`config.mk`:
```
export PLATFORM = sky130hd
export DESIGN_NAME = add_accumulator_flat
export DESIGN_NICKNAME = d
export VERILOG_FILES = /design/src/rtl/add_acc_pkg.sv /design/src/rtl/add_accumulator_if.sv /design/src/rtl/ripplecarryadderN_generate.sv /design/src/rtl/add_accumulator.sv /design/src/flat_wrapper.sv
export SDC_FILE = /design/constraint.sdc
export NUM_CORES = 1
export LEC_CHECK = 0
export ABC_AREA = 0
export CORE_UTILIZATION = 54
export CTS_CLUSTER_DIAMETER = 30
export CTS_CLUSTER_SIZE = 8
export DETAILED_ROUTE_END_ITERATION = 8
export PLACE_DENSITY = 0.84
export RECOVER_POWER = 100
export SYNTH_ARGS = -nofsm -noshare
export SYNTH_HDL_FRONTEND = slang
export SYNTH_SLANG_ARGS = --single-unit
```
`constraint.sdc`:
```
create_clock -name clk -period 9.3 [get_ports clk]
set_clock_uncertainty 0.1 [all_clocks]
set_input_delay 1.395 -clock clk [delete_from_list [all_inputs] [get_ports clk]]
set_output_delay 1.395 -clock clk [all_outputs]
set_load 0.02 [all_outputs]
```
`src/rtl/add_acc_pkg.sv`:
```
// Shared definitions for the add_accumulator block: FSM state encoding and
// default operand/accumulator width and beat-count field width.
package add_acc_pkg;

  localparam int N_DEF  = 8;
  localparam int LW_DEF = 4;

  typedef enum logic [1:0] {
    IDLE = 2'd0,
    ACC  = 2'd1,
    DONE = 2'd2
  } state_e;

endpackage

```
`src/rtl/add_accumulator_if.sv`:
```
// Job/operand/result handshake bundle between a job source and add_accumulator.
// The master side issues jobs and beats and consumes results; the slave side is the accumulator.
interface add_accumulator_if #(
  parameter int N  = add_acc_pkg::N_DEF,
  parameter int LW = add_acc_pkg::LW_DEF
);

  logic          start;
  logic [LW-1:0] len;
  logic          in_valid;
  logic [N-1:0]  in_data;
  logic          in_ready;
  logic          out_valid;
  logic          out_ready;
  logic [N-1:0]  out_sum;
  logic          out_ovf;
  logic          busy;

  modport master (
    output start, len, in_valid, in_data, out_ready,
    input  in_ready, out_valid, out_sum, out_ovf, busy
  );

  modport slave (
    input  start, len, in_valid, in_data, out_ready,
    output in_ready, out_valid, out_sum, out_ovf, busy
  );

endinterface

```
`src/rtl/ripplecarryadderN_generate.sv`:
```
// N-bit ripple-carry adder built from a generated chain of full adders.
module ripplecarryadderN_generate #(
  parameter int N = 8
) (
  input  logic [N-1:0] a_i,
  input  logic [N-1:0] b_i,
  input  logic         cin_i,
  output logic [N-1:0] sum_o,
  output logic         cout_o
);

  logic [N:0] carry;

  assign carry[0] = cin_i;

  for (genvar i = 0; i < N; i++) begin : g_fa
    assign sum_o[i]   = a_i[i] ^ b_i[i] ^ carry[i];
    assign carry[i+1] = (a_i[i] & b_i[i]) | (carry[i] & (a_i[i] ^ b_i[i]));
  end

  assign cout_o = carry[N];

endmodule

```
`src/rtl/add_accumulator.sv`:
```
// Accumulates len unsigned operand beats into an N-bit sum with a sticky carry-out flag.
// Define ADD_ACC_SATURATE_EN to clamp the sum at all-ones on carry-out instead of wrapping.
module add_accumulator
  import add_acc_pkg::*;
#(
  parameter int N  = N_DEF,
  parameter int LW = LW_DEF
) (
  input  logic               clk,
  input  logic               rst_n,
  add_accumulator_if.slave   bus
);

  state_e        state_q, state_d;
  logic [N-1:0]  acc_q,   acc_d;
  logic          ovf_q,   ovf_d;
  logic [LW-1:0] cnt_q,   cnt_d;
  logic [N-1:0]  res_q,   res_d;
  logic          reso_q,  reso_d;

  logic [N-1:0]  add_sum;
  logic          add_cout;
  logic [N-1:0]  beat_acc;
  logic          beat_ovf;

  function automatic logic [N-1:0] sat_or_wrap(input logic [N-1:0] s, input logic c);
`ifdef ADD_ACC_SATURATE_EN
    return c ? {N{1'b1}} : s;
`else
    return s | {N{1'b0 & c}};
`endif
  endfunction

  ripplecarryadderN_generate #(
    .N (N)
  ) u_adder (
    .a_i    (acc_q),
    .b_i    (bus.in_data),
    .cin_i  (1'b0),
    .sum_o  (add_sum),
    .cout_o (add_cout)
  );

  assign beat_acc = sat_or_wrap(add_sum, add_cout);
  assign beat_ovf = ovf_q | add_cout;

  always_comb begin
    state_d = state_q;
    acc_d   = acc_q;
    ovf_d   = ovf_q;
    cnt_d   = cnt_q;
    res_d   = res_q;
    reso_d  = reso_q;
    unique case (state_q)
      IDLE: begin
        if (bus.start) begin
          acc_d = '0;
          ovf_d = 1'b0;
          if (bus.len != '0) begin
            cnt_d   = bus.len;
            state_d = ACC;
          end else begin
            // Empty job: publish a zero result straight away.
            cnt_d   = '0;
            res_d   = '0;
            reso_d  = 1'b0;
            state_d = DONE;
          end
        end
      end
      ACC: begin
        if (bus.in_valid) begin
          acc_d = beat_acc;
          ovf_d = beat_ovf;
          cnt_d = cnt_q - LW'(1);
          if (cnt_q == LW'(1)) begin
            res_d   = beat_acc;
            reso_d  = beat_ovf;
            state_d = DONE;
          end
        end
      end
      DONE: begin
        if (bus.out_ready) begin
          state_d = IDLE;
        end
      end
      default: state_d = IDLE;
    endcase
  end

  always_ff @(posedge clk or negedge rst_n) begin
    if (!rst_n) begin
      state_q <= IDLE;
      acc_q   <= '0;
      ovf_q   <= 1'b0;
      cnt_q   <= '0;
      res_q   <= '0;
      reso_q  <= 1'b0;
    end else begin
      state_q <= state_d;
      acc_q   <= acc_d;
      ovf_q   <= ovf_d;
      cnt_q   <= cnt_d;
      res_q   <= res_d;
      reso_q  <= reso_d;
    end
  end

  // Result registers only load on entry to DONE, so out_sum/out_ovf hold between jobs.
  assign bus.in_ready  = (state_q == ACC);
  assign bus.out_valid = (state_q == DONE);
  assign bus.busy      = (state_q != IDLE);
  assign bus.out_sum   = res_q;
  assign bus.out_ovf   = reso_q;

endmodule

```
`src/flat_wrapper.sv`:
```
// flat-port wrapper written by rule: the top's interface ports become plain ports
module add_accumulator_flat import add_acc_pkg::*;
#(
  parameter int N  = N_DEF,
  parameter int LW = LW_DEF
)
  (clk, rst_n, bus_start, bus_len, bus_in_valid, bus_in_data, bus_out_ready, bus_in_ready, bus_out_valid, bus_out_sum, bus_out_ovf, bus_busy);
  add_accumulator_if #(.N(N), .LW(LW)) bus_i ();
  input  logic clk;
  input  logic rst_n;
  input wire logic [$bits(bus_i.start)-1:0] bus_start;
  input wire logic [$bits(bus_i.len)-1:0] bus_len;
  input wire logic [$bits(bus_i.in_valid)-1:0] bus_in_valid;
  input wire logic [$bits(bus_i.in_data)-1:0] bus_in_data;
  input wire logic [$bits(bus_i.out_ready)-1:0] bus_out_ready;
  output wire logic [$bits(bus_i.in_ready)-1:0] bus_in_ready;
  output wire logic [$bits(bus_i.out_valid)-1:0] bus_out_valid;
  output wire logic [$bits(bus_i.out_sum)-1:0] bus_out_sum;
  output wire logic [$bits(bus_i.out_ovf)-1:0] bus_out_ovf;
  output wire logic [$bits(bus_i.busy)-1:0] bus_busy;
  assign bus_i.start = bus_start;
  assign bus_i.len = bus_len;
  assign bus_i.in_valid = bus_in_valid;
  assign bus_i.in_data = bus_in_data;
  assign bus_i.out_ready = bus_out_ready;
  assign bus_in_ready = bus_i.in_ready;
  assign bus_out_valid = bus_i.out_valid;
  assign bus_out_sum = bus_i.out_sum;
  assign bus_out_ovf = bus_i.out_ovf;
  assign bus_busy = bus_i.busy;
  add_accumulator #(.N(N), .LW(LW)) u_core (.clk(clk), .rst_n(rst_n), .bus(bus_i));
endmodule
```
# Word level (Yosys, flattened, before mapping)
# Index checks and enable logic that the tools add are counted.
dict set report totals {
  regBits 24
  output_inout_bits 12
}
dict set report op_classes {
  addsub 1
  n_eq_ne 8
  mux 26
  bitwise_logic 38
  reduce_logical 7
}
# cell n
set ops {}
lappend ops {{$mux W8} 6}
lappend ops {{$pmux W8 S2} 2}
lappend ops {{$and A1 B1 Y1} 15}
lappend ops {{$xor A1 B1 Y1} 15}
lappend ops {{$mux W4} 3}
lappend ops {{$mux W2} 5}
lappend ops {{$ne A2 B2 Y1 const B} 4}
lappend ops {{$or A1 B1 Y1} 8}
lappend ops {{$pmux W4 S2} 1}
lappend ops {{$mux W1} 6}
lappend ops {{$pmux W2 S3} 1}
lappend ops {{$reduce_and A5 Y1} 1}
lappend ops {{$eq A4 B1 Y1 const B} 1}
lappend ops {{$pmux W1 S2} 2}
lappend ops {{$reduce_and A4 Y1} 1}
lappend ops {{$reduce_bool A2 Y1} 2}
lappend ops {{$reduce_bool A4 Y1} 1}
lappend ops {{$sub A4 B1 Y4 const B} 1}
lappend ops {{$reduce_and A3 Y1} 1}
lappend ops {{$eq A2 B1 Y1 const B} 1}
lappend ops {{$eq A2 B2 Y1 const B} 1}
lappend ops {{$logic_not A2 Y1} 1}
lappend ops {{$ne A2 B1 Y1 const B} 1}

# Logic depth before layout (Yosys ltp)
dict set report logic_depth {
  ltp_word 19
  ltp_mapped 12
  ltp_nobuf 12
}

# By module
# A second synthesis with hierarchy kept.
dict set report hier_totals {
  hier_cells 141
  area_unflattened_um2 1410.1
}
# mod instances cells_each area_each_um2 seq_area_each_um2
set modules_own_cells {}
lappend modules_own_cells {add_accumulator 1 123 1212.4 600.6}
lappend modules_own_cells {ripplecarryadderN_generate 1 18 197.7 0.0}

# Worst setup path after synthesis
# Ideal clock, no wire load.
dict set report synth_timing {
  path_kind {input to register}
  start {input bus_in_data[0]}
  end {register u_core.acc_q[7]}
  t_arrival_ns 3.981
  setup_slack_ns 5.086
  path_stages 12
  path_cell_list {ha_1 inv_1 fa_1 fa_1 fa_1 fa_1 inv_1 fa_1 fa_1 fa_1 nand2_1 o31ai_1}
}
dict set report synth_via {
  elab_chain_len 16
}
# element line_no
set synth_rtl {}
lappend synth_rtl {{start: declaration} flat_wrapper.sv:14} ;# input wire logic [$bits(bus_i.in_data)-1:0] bus_in_data;
lappend synth_rtl {{$and A1 B1 Y1 (2 in series)} ripplecarryadderN_generate.sv:18} ;# assign carry[i+1] = (a_i[i] & b_i[i]) | (carry[i] & (a_i[i] ^ b_i[i]));
lappend synth_rtl {{$or A1 B1 Y1} ripplecarryadderN_generate.sv:18}
lappend synth_rtl {{$and A1 B1 Y1} ripplecarryadderN_generate.sv:18}
lappend synth_rtl {{$or A1 B1 Y1} ripplecarryadderN_generate.sv:18}
lappend synth_rtl {{$and A1 B1 Y1} ripplecarryadderN_generate.sv:18}
lappend synth_rtl {{$or A1 B1 Y1} ripplecarryadderN_generate.sv:18}
lappend synth_rtl {{$and A1 B1 Y1} ripplecarryadderN_generate.sv:18}
lappend synth_rtl {{$or A1 B1 Y1} ripplecarryadderN_generate.sv:18}
lappend synth_rtl {{$and A1 B1 Y1} ripplecarryadderN_generate.sv:18}
lappend synth_rtl {{$or A1 B1 Y1} ripplecarryadderN_generate.sv:18}
lappend synth_rtl {{$and A1 B1 Y1} ripplecarryadderN_generate.sv:18}
lappend synth_rtl {{$or A1 B1 Y1} ripplecarryadderN_generate.sv:18}
lappend synth_rtl {{$xor A1 B1 Y1} ripplecarryadderN_generate.sv:17} ;# assign sum_o[i] = a_i[i] ^ b_i[i] ^ carry[i];
lappend synth_rtl {{$mux W8} add_accumulator.sv:72} ;# if (bus.in_valid) begin
lappend synth_rtl {{$pmux W8 S2} add_accumulator.sv:54} ;# unique case (state_q)
lappend synth_rtl {{end signal: assignment} add_accumulator.sv:95} ;# acc_q <= '0;
lappend synth_rtl {{end signal: assignment} add_accumulator.sv:102} ;# acc_q <= acc_d;
lappend synth_rtl {{end: declaration} add_accumulator.sv:15} ;# logic [N-1:0] acc_q, acc_d;
# No other way between the ends. The select of a mux whose other input is x is not followed.
# A chain may end at the register's enable or synchronous reset.

# Worst setup path after layout
# Same ends and word-level chain as after synthesis.

==> results.cfg <==
[synthesis]
postSynthCellCount = 133
synth_seq_area_share_pct = 42.7
synth.net_count = 160
synth-warning-count = 0
post_synth.cell_area_avg_um2 = 10.6
syn-cell-area_um2 = 1410
synth_edf_count = 0
ys_ff_latch = 24
ys.flop_type = dfrtp_1
async_flop_share_pct = 100
post_synth_num_cell_types = 34

[sta]
worst_slew_pin_slew_ns = 1.07
grt_setup_unrepaired = no
report.final.hold_viol_count = 0
timing.hold.ws_ns = 0.406
number_of_max_slew_violations_in_the_final_report = 0
final_worst_path_period_need_ns = 4.60
final_cycle_utilization_of_the_critical_path_pct = 49.4
max-slew-margin-rel_pct = 28.4
setup_viol_count_final = 0
setup-tns-final_ns = 0
fmaxAchievable_mhz = 218

[routing]
via_per_inst = 5.57
wl_per_cell_um = 14.8
finalWirelength_um = 2790
vias = 1053
detail_route.iter0.violations = 18
antenna_left = 0
drt_first_pass_iters = 4
drc = 0

[clocking]
cts_resized = 0
cts_sinks = 24
htree_levels = 1
cts-hold-fix-buffers = 0
clock_tree.buffer_depth = 2
clk-insertion-delay-late_ns = 0.31
clock_transition_at_the_registers_of_the_reported_paths_ns = 0.13
cts_inserted_buffers = 3
postCtsSetupBuffers = 0
clk_root_buffer_cell = clkbuf_4
tritoncts = done

[global_routing]
antenna_found_initial = 0
first_global_vias = 1036
grt_start_max_net_pins = 27
first_pass_grt_wire_length_um = 4730
total_overflow_reported_by_the_global_router = 0
grt_util_all_layers_pct = 24.0

[job]
max_cap_violations = 0

[power_and_ir_drop]
leakage_nw = 0.826
clock_power_share_pct = 9.0
comb_power_share_pct = 53.1
worst_ir_drop_vdd_uv = 200
power.sequential.fraction_pct = 37.8
netSwitchingPower_w = 0.000208
power.density_nw_per_um2 = 295
power.share.switching_pct = 41.8
internal_power_w = 0.000290
post_route_total_power_w = 0.000498

[layout]
antenna-diode-count = 0
commonest_non_fill_non_tap_cell_in_the_layout = dfrtp_1
mostFrequentLayoutCells = dfrtp_1, inv_1, dlygate4sd3_1
syn_to_final_growth_pct = 20.2
layout-drive-gt1-share_pct = 3.14
instances_no_fill = 189
final_nets = 188

[worst_setup_path]
r2r_end = u_core.acc_q[7]
crit_path_end_kind = flop
r2r_start = u_core.acc_q[0]
class_of_the_most_critical_setup_path = in -> reg
crit_path_start_kind = primary input
worstRegToRegCells = 12
critical_path_peak_fanout = 2
critical_path_required_ns = 9.37
worst-endpoint-arrival_ns = 4.67
r2r_slack_ns = 5.93

[floorplan]
placement_rows = 18
floorplan.die.width_um = 53.0
design.portCount = 29
die_area_um2 = 2810
placeableCoreArea_um2 = 2480
fp.dieH_um = 53.0
effective_utilization_at_floorplan_pct = 56.8

[place]
instance_count_after_placement_with_tap_cells_included = 186
port_buffers = 28
detailedPlacementHpwl_um = 2100
routabilityCongestion = 0.787

[status]
run_status = complete, no violations

[worst_hold_path]
min-delay-path-class = reg -> reg
hold_crit_depth = 1
worstHoldStart = u_core.bus.out_sum[4]
timing.hold.worst_endpoint = u_core.bus.out_sum[4]
==> cell usage after synthesis, types with 4 or more instances <==
cell | instances | share of area [%]
dfrtp_1 | 24 | 43
inv_1 | 20 | 5.3
nand2_1 | 10 | 2.7
o21ai_0 | 9 | 3.2
mux2i_1 | 8 | 5.7
fa_1 | 7 | 10
nor2_1 | 6 | 1.6
o31ai_1 | 5 | 2.7
or4b_1 | 5 | 3.6
mux2_4 | 4 | 4.3
o21ai_1 | 4 | 1.4
==> flip-flops by register name, indices dropped and copies added (netlist names) <==
register and cells:
u_core.state_q 2, u_core.acc_q 8, u_core.bus.out_ovf 1, u_core.bus.out_sum 8
u_core.ovf_q 1, u_core.cnt_q 4
==> routing by layer <==
metal | part of all wire (%) | track usage (%)
met3 | 3.2 | 4.02
met5 | 0 | 0
met1 | 42 | 30.0
met4 | 0.90 | 10.1
met2 | 54 | 40.7
==> how the worst max path moves through the flow <==
stage,startpoint,endpoint,cells after the start
final,bus_in_data[0],u_core.acc_q[7],13
after global routing,bus_in_data[0],u_core.acc_q[7],13
after floorplan,bus_in_data[0],u_core.acc_q[7],12
after global placement,bus_in_data[0],u_core.acc_q[7],13
after CTS,bus_in_data[0],u_core.acc_q[7],13
after detailed placement,bus_in_data[0],u_core.acc_q[7],13
==> through the flow <==
step                      area [um^2]  utilization (%)  worst slack, ns
after detailed placement         1690             68.3             4.40
after global routing             1690             68.2             4.60
after global placement           1690             68.3             4.52
final                            1690             68.2             4.70
after CTS                        1720             69.2             4.75
after floorplan                  1410                -             5.09
==> power by group through the flow <==
stage	clock (W)	combinational [W]	sequential, W
global route	0.0000507	0.000299	0.000195
finish	0.0000450	0.000265	0.000188
detailed placement	0	0.000286	0.000192
CTS	0.0000462	0.000287	0.000189
global placement	0	0.000274	0.000188
floorplan	0	0.000185	0.000197
==> kinds of logic after synthesis <==
family	Yosys count	share of synthesized area, %
flops	24	42.7
mux	12	9.96
fa+ha+maj	10	12.6
compound gates	24	10.5
simple gates	35	15.1
buf+inv	28	9.07
==> critical path: stages <==
cell	delay, ns
dlygate4sd3_1	0.54
ha_1	0.15
inv_1	0.05
fa_1	0.37
fa_1	0.39
fa_1	0.39
fa_1	0.37
inv_1	0.08
fa_1	0.17
fa_1	0.18
fa_1	0.43
nand2_1	0.07
o31ai_1	0.08
==> cell type report <==
class | instances | area, um^2
clock buffer | 3 | 22.5
fill | 188 | 787
inverter | 21 | 81.3
multi-input combinational | 81 | 661
sequential | 24 | 601
tap | 30 | 37.5
timing repair buffer | 30 | 288
Note: power is estimated with default switching activity, not from simulation.
